File: config.mk
export PLATFORM = sky130hd
export DESIGN_NAME = instruction_issue_unit
export DESIGN_NICKNAME = d
export VERILOG_FILES = /design/src/rtl/instruction_issue_unit.sv
export SDC_FILE = /design/constraint.sdc
export NUM_CORES = 1
export LEC_CHECK = 0
export CAP_MARGIN = 15
export CORE_MARGIN = 2
export CORE_UTILIZATION = 35
export CTS_CLUSTER_DIAMETER = 30
export CTS_CLUSTER_SIZE = 14
export DETAILED_ROUTE_END_ITERATION = 8
export GPL_TIMING_DRIVEN = 0
export PLACE_DENSITY = 0.5
export RECOVER_POWER = 50
export REMOVE_ABC_BUFFERS = 1
export SYNTH_ARGS = -nofsm -noshare
export SYNTH_HDL_FRONTEND = slang
export SYNTH_SLANG_ARGS = --single-unit
File: constraint.sdc
create_clock -name CLK -period 10.2 [get_ports CLK]
set_input_delay 1.53 -clock CLK [delete_from_list [all_inputs] [get_ports CLK]]
set_output_delay 1.53 -clock CLK [all_outputs]
set_load 0.02 [all_outputs]
File: src/rtl/instruction_issue_unit.sv
// Buffered instruction issuer: queues host instructions, issues one per cycle onto
// the MasterController bus, and returns each READ_OP result with its instruction.
module instruction_issue_unit #(
  parameter int unsigned depth   = 3,
  parameter int unsigned W       = 16,
  parameter int unsigned QA      = 4,
  parameter int unsigned RL      = 1,
  parameter logic [3:0]  READ_OP = 4'b0011,
  localparam int unsigned D        = 1 << depth,
  localparam int unsigned insW     = (depth > 2) ? depth : 2,
  localparam int unsigned insD     = (D > W) ? D : W,
  localparam int unsigned insWidth = 4 + 2 + 2 * insW + insD
) (
  input  logic                  CLK,
  input  logic                  RST_N,
  input  logic                  flush,
  input  logic [insWidth-1:0]   insIn,
  input  logic                  insInValid,
  output logic                  insInReady,
  input  logic                  stall,
  output logic [insWidth-1:0]   instruction,
  output logic                  insIssued,
  input  logic [W-1:0]          dataOut,
  output logic [insWidth+W-1:0] resData,
  output logic                  resValid,
  input  logic                  resReady,
  output logic [QA:0]           count
);

  localparam int unsigned QD   = 1 << QA;
  localparam logic [QA:0] FULL = (QA + 1)'(QD);

  logic [insWidth-1:0] mem [QD];
  logic [QA:0]         wrPtr, rdPtr;
  logic [insWidth-1:0] head;
  logic                headIsRead, readBusy, push, pop;

  // Stage 0 lines up with the read on the bus; stage RL lines up with its dataOut.
  logic [RL:0]         pipeVld;
  logic [insWidth-1:0] pipeIns [RL+1];

  always_comb begin
    count      = wrPtr - rdPtr;
    insInReady = (count != FULL);
    head       = mem[rdPtr[QA-1:0]];
    headIsRead = (head[insWidth-1 -: 4] == READ_OP);
    readBusy   = (|pipeVld) || resValid;
    push       = insInValid && insInReady && !flush;
    pop        = (count != '0) && !stall && !flush && !(headIsRead && readBusy);
  end

  always_ff @(posedge CLK) begin
    if (push && RST_N) mem[wrPtr[QA-1:0]] <= insIn;
  end

  always_ff @(posedge CLK) begin
    if (!RST_N) begin
      wrPtr       <= '0;
      rdPtr       <= '0;
      instruction <= '0;
      insIssued   <= 1'b0;
      pipeVld     <= '0;
      resValid    <= 1'b0;
      resData     <= '0;
      for (int unsigned i = 0; i <= RL; i++) pipeIns[i] <= '0;
    end else if (flush) begin
      wrPtr       <= '0;
      rdPtr       <= '0;
      instruction <= '0;
      insIssued   <= 1'b0;
      pipeVld     <= '0;
      for (int unsigned i = 0; i <= RL; i++) pipeIns[i] <= '0;
    end else begin
      if (push) wrPtr <= wrPtr + 1'b1;
      if (pop)  rdPtr <= rdPtr + 1'b1;
      instruction <= pop ? head : '0;
      insIssued   <= pop;
      pipeVld[0]  <= pop && headIsRead;
      pipeIns[0]  <= head;
      for (int unsigned i = RL; i > 0; i--) begin
        pipeVld[i] <= pipeVld[i-1];
        pipeIns[i] <= pipeIns[i-1];
      end
      // Drain and capture never coincide: a read only issues with the slot empty.
      if (resValid && resReady) resValid <= 1'b0;
      if (pipeVld[RL]) begin
        resValid <= 1'b1;
        resData  <= {pipeIns[RL], dataOut};
      end
    end
  end

endmodule

==> results.md <==
* Die width at ~260 um
* Pwr/cell area at 230 nW/um^2
* H-tree Lvls at 4
* Critical Path, Cell by Cell: dlygate4sd3_1 > nor2b_1 > nand3_1 > nor3_2 > buf_6 > buf_6 > buf_6
* Final count of hold timing violations at 0
* Post-synth top flop: edfxtp_1
* RSZ-0062 raised after global routing: no
* Power, Total at between 6 and 7 mW
* Crit-path max cell delay at ~1.7 ns
* Post-CTS sizing at 0
* Yosys Warn Count at 0
* Skew final at about 0.025 ns
* Final worst-path setup slack at around 4.4 ns
* Layout Nets at 1504
* CP top delay family: simple AND/OR/NAND/NOR gates
* Diode count at 0
* Area contributors post-synth: edfxtp_1, mux4_2, dfxtp_1
* Fmax at 0.171 GHz
* Antenna viol nets, final at 0
* Worst Setup End Kind: flop
* Critical path class: in2reg
* Failing checks: capacitance limit, slew limit
* Netlist cell types at 47
* Multi-input logic area at about 5400 um^2
* Post-CTS setup buffer count at 0
* Crit path DAT at a little over 6 ns
* Worst vdd ir at 0.000165 V
* Drt first pass iters at 5
* Synth Register Bits at a little under 600
* DRC Markers at 0
* Slowest CP cell: nor2b_1
* Share of post-route cells with drive strength above 1 at 25.5%
* Largest area contributor in the netlist: edfxtp_1
* Clock tree sinks at 594
* Shortest period the worst path allows at approximately 5.8 ns
* Least-Margin Pin Slew at about 2.2 ns
* IO buf count at between 100 and 150
* Hold_buf cts at 0
* Rel. slew slack at -48.8%
* Initial Utilization at between 30% and 40%
* Avg WL per Cell at about 21 um
* Row count at 92
* Initial antenna violation count at 6
* Total GRT Usage at between 15 and 20%
* Setup violators final at 0
* Crit path buffers/inverters at 4
* Max-cap viol count at 2
* Final wirelength at just over 50000 um
* Routability cong. at 0.692
* Syn Std Cell Area at between 20000 and 25000 um^2
* HP Class: reg2reg
* Routed via count at approximately 11000
* Synthesized instance count at 1150
* Ports at 130
* Initial drt markers at 750
* Top cell by count, worst path: buf_6
* CTS tree: yes
* Root Driver: clkbuf_16
* CP max FO at 32
* Syn_area_per_cell at between 15 and 20 um^2
* DR vias/cell at between 4 and 5
* Vias in the first global route at approximately 12000
* Area grow syn2layout at 33.2%
* Top-area cell type share of the netlist area at between 60 and 70%
* Die Ht at 257 um
* First-pass GRT wire length at 77000 um
* Status: complete, but fails checks
* Clock slew at reported path FFs at ~0.04 ns
* Die area at roughly 66000 um^2
* Reg area at between 15000 and 20000 um^2
* Layout fillers at around 5400
* Critical path startpoint category: input pin
* Largest net degree at the start of global routing at 75
* Number of synthesized flops with an enable pin at between 500 and 600
* Clk_lat worst skew at a little under 0.7 ns
* Placeable core area at between 60000 and 70000 um^2
* Seq/Total Area, Yosys at about three quarters
* Fin Hold WS at about 0.46 ns
* Total gr overflow at 0
* Dpl ws at 4.87 ns
* HPWL after detailed placement at between 30000 and 40000 um
* Deepest clock path buffer count at 3
* Num CTS Buffers at 133
* Leak at between 9 and 10 nW
* Post-synth ARST share at 0%
* Post-route clock period utilization at a little under three fifths
* Critical Path RT at ~11 ns
* Max Slew Vio Count at 64
cells in the mapped netlist (3+ instances only):
cell type  number
a21boi_0       45
a21oi_1         4
a22oi_1         3
and2_1         55
and3_1         30
buf_1           5
buf_2          11
buf_4           6
buf_6           3
clkbuf_1       39
dfxtp_1        90
edfxtp_1      504
ha_1            9
inv_1          10
mux2i_1         6
mux4_2        132
nand2_1        96
nand2b_1        6
nand3_1        13
nand4_1         5
nor2_1         26
nor2b_1         9
nor3_1          7
xnor2_1         5
xor2_1          4
report_power, final:
part	internal [mW]	switching (mW)	total (mW)
sequential	2.66	0.00472	2.67
clock	2.75	1.29	4.04
combinational	0.0524	0.0728	0.125
total	5.46	1.37	6.83
area by class of cell:
cell class	instances	area share [%]
sequential	594	57.0
inverter	10	0.126
clock buffer	166	12.3
tap	846	3.56
multi-input combinational	536	18.1
clock inverter	75	2.31
timing repair buffer	169	6.62
routing by layer:
metal | GRT usage [%] | up-vias | share of wire [%] | wire, um
li1 | - | 5124 | - | -
met1 | 20.7 | 5973 | 44 | 22700
met2 | 25.6 | 290 | 48 | 24700
met3 | 4.10 | 95 | 5.0 | 2560
met4 | 6.65 | 8 | 2.3 | 1150
met5 | 0 | - | 0.11 | 58
worst paths after layout:
path,from,endpoint,slack (ns),cells after the start
setup / recovery,flush,mem[3][1],4.36,7
hold reg to reg,pipeVld[0],pipeVld[1],0.46,1
setup reg to reg,wrPtr[0],mem[3][1],5.45,14
hold / removal,pipeVld[0],pipeVld[1],0.46,1
kinds of logic (layout without fill, tap and decap cells):
family | count (synthesis) | after routing | share of synthesized area, %
AO/OA/AOI/OAI | 66 | 66 | 2.27
XOR/XNOR | 9 | 9 | 0.353
adder cells (fa/ha/maj) | 10 | 10 | 0.594
buffers and inverters | 75 | 420 | 1.53
flip-flops | 594 | 594 | 75.8
multiplexers | 140 | 140 | 13.7
other | 1 | 56 | 0.0168
AND/OR/NAND/NOR | 255 | 255 | 5.73
metrics by stage:
stage	setup TNS (ns)	utilization, %	instances	instance area, um^2
after CTS	0	47.2	2396	29800
after global placement	-1005.69	39.0	2115	24600
after floorplan	0	-	1140	22200
after detailed placement	0	40.3	2155	25400
after global routing	0	47.2	2396	29700
final	0	47.2	2396	29700
placed cells by master, fill, tap and decap left out, drive strengths merged, types with 26 or more instances in the layout:
cell type and n:
buf 39, dfxtp 90, nor2 26, edfxtp 504
dlygate4sd3 33, a21boi 45, conb 56, nand2 96
and3 30, clkdlybuf4s50 95, mux4 132, and2 55
clkbuf 168, clkinv 53
state kept, by name, summed over array words and instances, names as in the netlist, named ones only:
register / flops
pipeIns: 56
instruction: 28
wrPtr: 5
rdPtr: 5
resData: 44
mem: 448
pipeVld: 2
resValid: 1
insIssued: 1
(Power assumes the default switching activity.)
